File: src/rtl/serial_logic_unit.sv
// Nibble-serial bitwise logic unit: one 4-bit slice per clock, LSB nibble first.
// Optional upper op codes (NAND/NOR/XNOR) enabled by defining SERIAL_LOGIC_EXT_OPS_EN.
//
// state  | meaning
// IDLE   | waiting for start; operands captured on the accepting edge
// RUN    | one slice computed per edge, counter 0 .. WIDTH/4-1
// DONE   | out holds the new result; done pulses for this one cycle
module serial_logic_unit #(
    parameter int WIDTH = 32
) (
    input  logic             clk,
    input  logic             rst,
    input  logic             start,
    input  logic [2:0]       op,
    input  logic [WIDTH-1:0] a,
    input  logic [WIDTH-1:0] b,
    output logic             ready,
    output logic             busy,
    output logic             done,
    output logic [WIDTH-1:0] out
);

    localparam int NSLICE = WIDTH / 4;
    localparam int CW     = (NSLICE > 1) ? $clog2(NSLICE) : 1;
    localparam logic [CW-1:0] LAST = CW'(NSLICE - 1);

    typedef enum logic [1:0] {
        S_IDLE = 2'd0,
        S_RUN  = 2'd1,
        S_DONE = 2'd2
    } state_t;

    state_t           r_state;
    state_t           w_state_next;
    logic [CW-1:0]    r_cnt;
    logic [2:0]       r_op;
    logic [WIDTH-1:0] r_a;
    logic [WIDTH-1:0] r_b;
    logic [WIDTH-1:0] r_res;
    logic [WIDTH-1:0] r_out;

    logic [CW+1:0]    w_sel;
    logic [WIDTH-1:0] w_a_sh;
    logic [WIDTH-1:0] w_b_sh;
    logic [3:0]       w_a_sl;
    logic [3:0]       w_b_sl;
    logic [3:0]       w_slice;
    logic [WIDTH-1:0] w_res_next;
    logic             w_last;

    assign w_sel  = {r_cnt, 2'b00};
    assign w_a_sh = r_a >> w_sel;
    assign w_b_sh = r_b >> w_sel;
    assign w_a_sl = w_a_sh[3:0];
    assign w_b_sl = w_b_sh[3:0];
    assign w_last = (r_cnt == LAST);

    always_comb begin
        w_slice = w_a_sl;
        case (r_op)
            3'd0: w_slice = ~w_a_sl;
            3'd1: w_slice = w_a_sl & w_b_sl;
            3'd2: w_slice = w_a_sl | w_b_sl;
            3'd3: w_slice = w_a_sl ^ w_b_sl;
`ifdef SERIAL_LOGIC_EXT_OPS_EN
            3'd4: w_slice = ~(w_a_sl & w_b_sl);
            3'd5: w_slice = ~(w_a_sl | w_b_sl);
            3'd6: w_slice = ~(w_a_sl ^ w_b_sl);
            default: w_slice = w_a_sl;
`else
            default: w_slice = w_a_sl;
`endif
        endcase
    end

    // Merge the current slice into the result so the final edge can load out directly.
    assign w_res_next = (r_res & ~({{(WIDTH-4){1'b0}}, 4'hF} << w_sel))
                      | ({{(WIDTH-4){1'b0}}, w_slice} << w_sel);

    always_comb begin
        w_state_next = r_state;
        ready        = 1'b0;
        busy         = 1'b0;
        done         = 1'b0;
        case (r_state)
            S_IDLE: begin
                ready = 1'b1;
                if (start) w_state_next = S_RUN;
            end
            S_RUN: begin
                busy = 1'b1;
                if (w_last) w_state_next = S_DONE;
            end
            S_DONE: begin
                busy         = 1'b1;
                done         = 1'b1;
                w_state_next = S_IDLE;
            end
            default: w_state_next = S_IDLE;
        endcase
    end

    always_ff @(posedge clk) begin
        if (rst) begin
            r_state <= S_IDLE;
            r_cnt   <= '0;
            r_op    <= '0;
            r_a     <= '0;
            r_b     <= '0;
            r_res   <= '0;
            r_out   <= '0;
        end else begin
            r_state <= w_state_next;
            case (r_state)
                S_IDLE: begin
                    if (start) begin
                        r_op  <= op;
                        r_a   <= a;
                        r_b   <= b;
                        r_cnt <= '0;
                    end
                end
                S_RUN: begin
                    r_res <= w_res_next;
                    // Counter parks on the last slice instead of wrapping.
                    if (w_last) r_out <= w_res_next;
                    else        r_cnt <= r_cnt + 1'b1;
                end
                default: ;
            endcase
        end
    end

    assign out = r_out;

endmodule

File: config.mk
export PLATFORM = sky130hd
export DESIGN_NAME = serial_logic_unit
export DESIGN_NICKNAME = d
export VERILOG_FILES = /design/src/rtl/serial_logic_unit.sv
export SDC_FILE = /design/constraint.sdc
export NUM_CORES = 1
export LEC_CHECK = 0
export BUFFER_PORTS_ARGS = -buffer_cell sky130_fd_sc_hd__buf_2
export CAP_MARGIN = 20
export CORE_MARGIN = 10
export CORE_UTILIZATION = 50
export DETAILED_ROUTE_END_ITERATION = 8
export PLACE_DENSITY_LB_ADDON = 0.1
export SLEW_MARGIN = 20
export SYNTH_ARGS = -nofsm -noshare
export SYNTH_HDL_FRONTEND = slang
export SYNTH_SLANG_ARGS = --single-unit
File: constraint.sdc
create_clock -name clk -period 8.45 [get_ports clk]
set_input_delay 0.845 -clock clk [delete_from_list [all_inputs] [get_ports clk]]
set_output_delay 0.845 -clock clk [all_outputs]
set_load 0.005 [all_outputs]
## Word level (Yosys, flattened, before mapping)

Index checks and enable logic that the tools add are counted.

| operators by class | value |
|---|---|
| add/sub/neg operators | 1 |
| equality and inequality tests | 9 |
| shift-type cells | 4 |
| multiplexer cells | 10 |
| bitwise gates (word level) | 7 |
| reductions and logical operators | 8 |

Operators with widths:

| operator | count |
|---|---|
| >> shifter 32 x 5 -> 4 bit | 2 |
| bitwise AND 32 bit | 1 |
| NOT 32 bit | 1 |
| bitwise OR 32 bit | 1 |
| left shift 4 x 5 -> 32 bit | 1 |
| left shift 4 x 5 -> 32 bit (first input constant) | 1 |
| case mux 4 bit (4 select lines) | 1 |
| equality test 3 x 2 -> 1 bit (second input constant) | 2 |
| 2-to-1 mux 3 bit | 2 |
| != test 2 bit (second input constant) | 3 |
| case mux 3 bit (2 select lines) | 1 |
| AND reduction 2 bit | 3 |
| bitwise AND 4 bit | 1 |
| 2-to-1 mux 2 bit | 2 |
| NOT 4 bit | 1 |
| bitwise OR 4 bit | 1 |
| case mux 2 bit (2 select lines) | 1 |
| bitwise XOR 4 bit | 1 |
| adder 3 x 1 -> 3 bit (second input constant) | 1 |
| equality test 3 x 1 -> 1 bit (second input constant) | 1 |
| equality test 3 bit (second input constant) | 1 |
| zero test 3 bit | 1 |
| 2-to-1 mux 1 bit | 3 |
| AND reduction 3 bit | 1 |
| other kinds (5) | 5 |

| word-level totals | value |
|---|---|
| flip-flop bits (word level) | 136 |
| word-level logic and storage cells | 46 |

## Longest topological paths before layout

| logic depth | value |
|---|---|
| word-level depth | 5 |
| gate-level depth with buffers | 14 |

## Worst setup path after synthesis

Ideal clock, no wire load.

| timing | value |
|---|---|
| path kind | register -> register |
| start point | register r_cnt[0] |
| end point | register r_out[0], in the netlist out[0] |
| library setup time | 0.142 ns |
| data arrival time | 2.762 ns |
| data required time | 8.308 ns |
| setup slack | 5.546 ns |
| stages on the path, launching flop included | 14 |
| path buffers | 5 |
| clock period less this slack | 2.904 ns |
| cell sequence | dfxtp_1 -> buf_6 -> buf_12 -> buf_12 -> buf_6 -> mux4_2 -> nand2_1 -> and2_1 -> ha_1 -> mux2_2 -> a221o_1 -> clkbuf_1 -> o211ai_1 -> a311oi_1 |

| on the way | value |
|---|---|
| word-level cells in the longest chain between the ends | 5 |
| elaborated cells between the ends (all ways) | 14 |

Ends and longest elaborated chain:

| what | RTL line | text |
|---|---|---|
| start: declaration | 35 | `logic [CW-1:0] r_cnt;` |
| start signal: assignment | 127 | `else r_cnt <= r_cnt + 1'b1;` |
| >> shifter 32 x 5 -> 4 bit (on tied branches) | 52, 53 |  |
| bitwise XOR 4 bit, or another cell as far along | 64 | `3'd3: w_slice = w_a_sl ^ w_b_sl;` |
| case mux 4 bit (4 select lines) | 60 | `case (r_op)` |
| left shift 4 x 5 -> 32 bit | 78 | `\| ({{(WIDTH-4){1'b0}}, w_slice} << w_sel);` |
| bitwise OR 32 bit | 78 |  |
| end signal: assignment | 126 | `if (w_last) r_out <= w_res_next;` |
| end: declaration | 40 | `logic [WIDTH-1:0] r_out;` |

Several ways; a longest one is shown, not always the timed one.
A chain may end at the register's enable or synchronous reset.

## Worst setup path in the final report

| timing | value |
|---|---|
| start point | register r_cnt[1] |
| end point | register r_res[4] |

| on the way | value |
|---|---|
| word-level cells in the longest chain between the ends | 5 |
| elaborated cells between the ends (all ways) | 12 |

Ends and longest elaborated chain:

| what | RTL line | text |
|---|---|---|
| >> shifter 32 x 5 -> 4 bit (on tied branches) | 52, 53 |  |
| bitwise XOR 4 bit, or another cell as far along | 64 |  |
| case mux 4 bit (4 select lines) | 60 |  |
| left shift 4 x 5 -> 32 bit | 78 |  |
| bitwise OR 32 bit * | 78 |  |
| end signal: assignment | 124 | `r_res <= w_res_next;` |
| end: declaration | 39 | `logic [WIDTH-1:0] r_res;` |

Every way passes the cells marked *; elsewhere a longest branch is shown, timed or not.

==> impl_metrics.json <==
{
  "status": "finished, final reports clean",
  "finalHoldViolCount": 0,
  "syn-num-nets": 807,
  "r2r_setup_slack_ns": 5.13,
  "drt-total-wl_um": 15900,
  "yosysSeqAreaShare_pct": 43.6,
  "finalCritPeriodShare_pct": 39.3,
  "die_h_um": 130,
  "holdWs_ns": 0.438,
  "die-area_um2": 16900,
  "first_pass_iters": 5,
  "worst_ep_required_time_ns": 8.69,
  "cts_root_buf": "clkbuf_16",
  "mappedNetlistArea_um2": 6050,
  "ir_drop_v": 0.000137,
  "wl_per_cell_um": 16.8,
  "synth-simple-area-share_pct": 18.7,
  "cts_post_setup_buffers_inserted": 0,
  "yosysWarnings": 0,
  "criticalPathCategory": "reg2reg",
  "muxShareOfSynthArea_pct": 6.82,
  "synth_top_family_by_area": "compound AO/OA/AOI/OAI gates",
  "n_fill_cell": 1083,
  "slew_violations": 0,
  "cp_num_buf_inv": 1,
  "track_usage_pct": 18.9,
  "synthXorXnorAreaFrac_pct": 0,
  "vias_per_cell": 5.66,
  "hold_end": "out[28]",
  "critPathTopFamily": "compound AO/OA/AOI/OAI gates",
  "placementRows": 40,
  "nets": 873,
  "critPathMaxStageDelay_ns": 0.82,
  "yosysTopAreaCell": "dfxtp_1",
  "clk_pin_slew_ns": 0.06,
  "cts-htree-levels": 4,
  "synth_cell_types": 39,
  "worstSetupStartpointType": "register",
  "synthCells": 720,
  "cts_tree": "done",
  "hpwl_um": 10900,
  "synth_top_area_share_pct": 43.6,
  "hp-class": "reg2reg",
  "grt_busiest_layer": "met2",
  "detail-route-antenna-nets": 0,
  "finalPower_mw": 1.71,
  "power_leakage_nw": 2.85,
  "synth_area_leaders": "dfxtp_1 (44%), nand2_1 (11%), a311oi_1 (8.1%)",
  "endpoint_kind": "register",
  "rsz0062_at_grt": "false",
  "overflow": 0,
  "vias": 5354,
  "postCtsHoldBufs": 0,
  "post_synth_fa_ha_maj_area_fraction_pct": 3.51,
  "maxCapViolCount": 0,
  "grt_max_degree": 102,
  "r2r_start": "r_cnt[1]",
  "setup_viol": 0,
  "path_cells": "nand2b_1, a2bb2oi_1, and2_1, inv_1, ha_1, mux2_2, a221o_1, o211ai_1, a311oi_1",
  "cp.arrival_ns": 3.56,
  "areaGrowthSynthToFinish_pct": 18.6,
  "max_slew_margin_pct": 29.3,
  "critPathMaxFanout": 21,
  "fmax_ghz": 0.301,
  "core_um2": 11900,
  "met2_usage_pct": 32.0,
  "fin_crit_ns": 3.32,
  "fp.dieW_um": 130,
  "drive_gt1_share_pct": 20.9,
  "cp_slowest_cell": "dfxtp_1",
  "tightest_slew_ns": 1.06,
  "grt_pass1_vias": 5287,
  "ys_seq_elements": 132,
  "grt_pass1_wl_um": 25600,
  "tns_ns": 0,
  "io_buffers": 104,
  "drc_errors": 0,
  "grtUsageMet1_pct": 22.3,
  "drt_iter0_markers": 444,
  "clock_latency_ns": 0.42,
  "pwr_density_cell_nw_per_um2": 238,
  "finalWeightedCongestion": 0.802,
  "clockBufferDepth": 2,
  "ioPinCount": 105,
  "synth_compound_area_share_pct": 21.2,
  "grt_use_met3_pct": 5.92,
  "r2r_end": "r_res[4]",
  "syn_area_per_cell_um2": 8.41,
  "initial_utilization_pct": 50.8,
  "antenna_found_initial": 0,
  "n_antenna_cell": 0,
  "whs_path_depth": 2,
  "fin_skew_ns": 0.00661,
  "worstHoldStart": "out[28]",
  "post_cts_resized": 0,
  "clock_sinks": 132,
  "numCtsBuffers": 17,
  "rr_worst_depth": 9
}
-- cell families (layout without fill, tap and decap cells) --
logic type                 count (synthesis)  count (layout)
AOI/OAI and AO/OA                        181             181
adders and majority gates                 17              17
buffers and inverters                     80             159
DFF                                      132             132
muxes                                     28              28
and+or+nand+nor                          282             282
-- synthesized netlist by cell type, drive strengths merged --
cell type / count
nor2b: 3
nand2: 184
mux2: 11
a22o: 3
a221o: 4
nand2b: 8
inv: 17
o21ai: 4
nand3: 3
o22ai: 3
a21bo: 1
clkinv: 1
o21ba: 3
a22oi: 1
dfxtp: 132
clkbuf: 48
nor3b: 1
a2bb2oi: 1
buf: 14
nor3: 8
mux2i: 9
or3: 1
o211ai: 32
nand3b: 1
and2: 8
a21oi: 73
a311oi: 56
ha: 17
nor2: 65
mux4: 8
-- power breakdown --
| group | leakage [nW] | switching [mW] | internal (mW) |
|---|---|---|---|
| registers | 1.08 | 0.0216 | 0.660 |
| logic | 1.44 | 0.119 | 0.0705 |
| clock network | 0.332 | 0.265 | 0.570 |
| total | 2.85 | 0.406 | 1.30 |
-- final cells by class --
type	instances	area [um2]	share of cell area (%)
Inverter	18	67.6	0.941
Multi-Input combinational cell	508	3050	42.4
Timing Repair Buffer	109	561	7.81
Tap cell	147	184	2.56
Clock inverter	8	168	2.33
Clock buffer	24	512	7.13
Sequential cell	132	2640	36.8
-- routing by layer --
layer / routed length, um / part of all wire, % / vias to the layer above
met4: 230 / 1.4 / 0
met1: 6780 / 43 / 2516
met2: 7880 / 49 / 154
met5: 0 / 0 / -
li1: - / - / 2661
met3: 1040 / 6.5 / 23
-- state kept, by name (all words and copies together), names as in the netlist --
register,count
out,32
r_a,32
r_b,32
r_res,28
r_cnt,3
r_op,3
r_state,2
-- through the flow --
step                utilization (%)  instances  cell area (um2)  setup WS [ns]
detailed placement             54.6        914             6500           5.10
finish                         60.3        946             7180           5.13
floorplan                         -        720             6050           5.55
CTS                            60.3        946             7180           5.10
global route                   60.3        946             7180           4.87
global placement               54.6        914             6500           5.18
-- tightest hold or removal path: stages, from the launching register on --
cell and delay, ns:
dfxtp_1 0.30, nand2_1 0.05, nand2_1 0.04
-- layout by cell type (no fill, tap or decap), types with 16 or more instances in the layout --
| cell | instances |
|---|---|
| ha_1 | 16 |
| a21oi_1 | 72 |
| nor2_1 | 65 |
| buf_2 | 103 |
| inv_1 | 17 |
| a311oi_1 | 56 |
| dfxtp_1 | 132 |
| clkbuf_16 | 17 |
| o211ai_1 | 32 |
| nand2_1 | 183 |
-- worst max path at each step --
stage,from,end,slack (ns),cells past startpoint
4_1_cts,r_cnt[1],r_res[4],5.10,9
3_5_place_dp,r_cnt[1],r_res[4],5.10,9
5_1_grt,r_cnt[1],r_res[4],4.87,9
2_1_floorplan,r_cnt[0],out[0],5.55,13
6_report,r_cnt[1],r_res[4],5.13,9
3_3_place_gp,r_cnt[1],r_res[24],5.18,9
(Power assumes the default switching activity.)
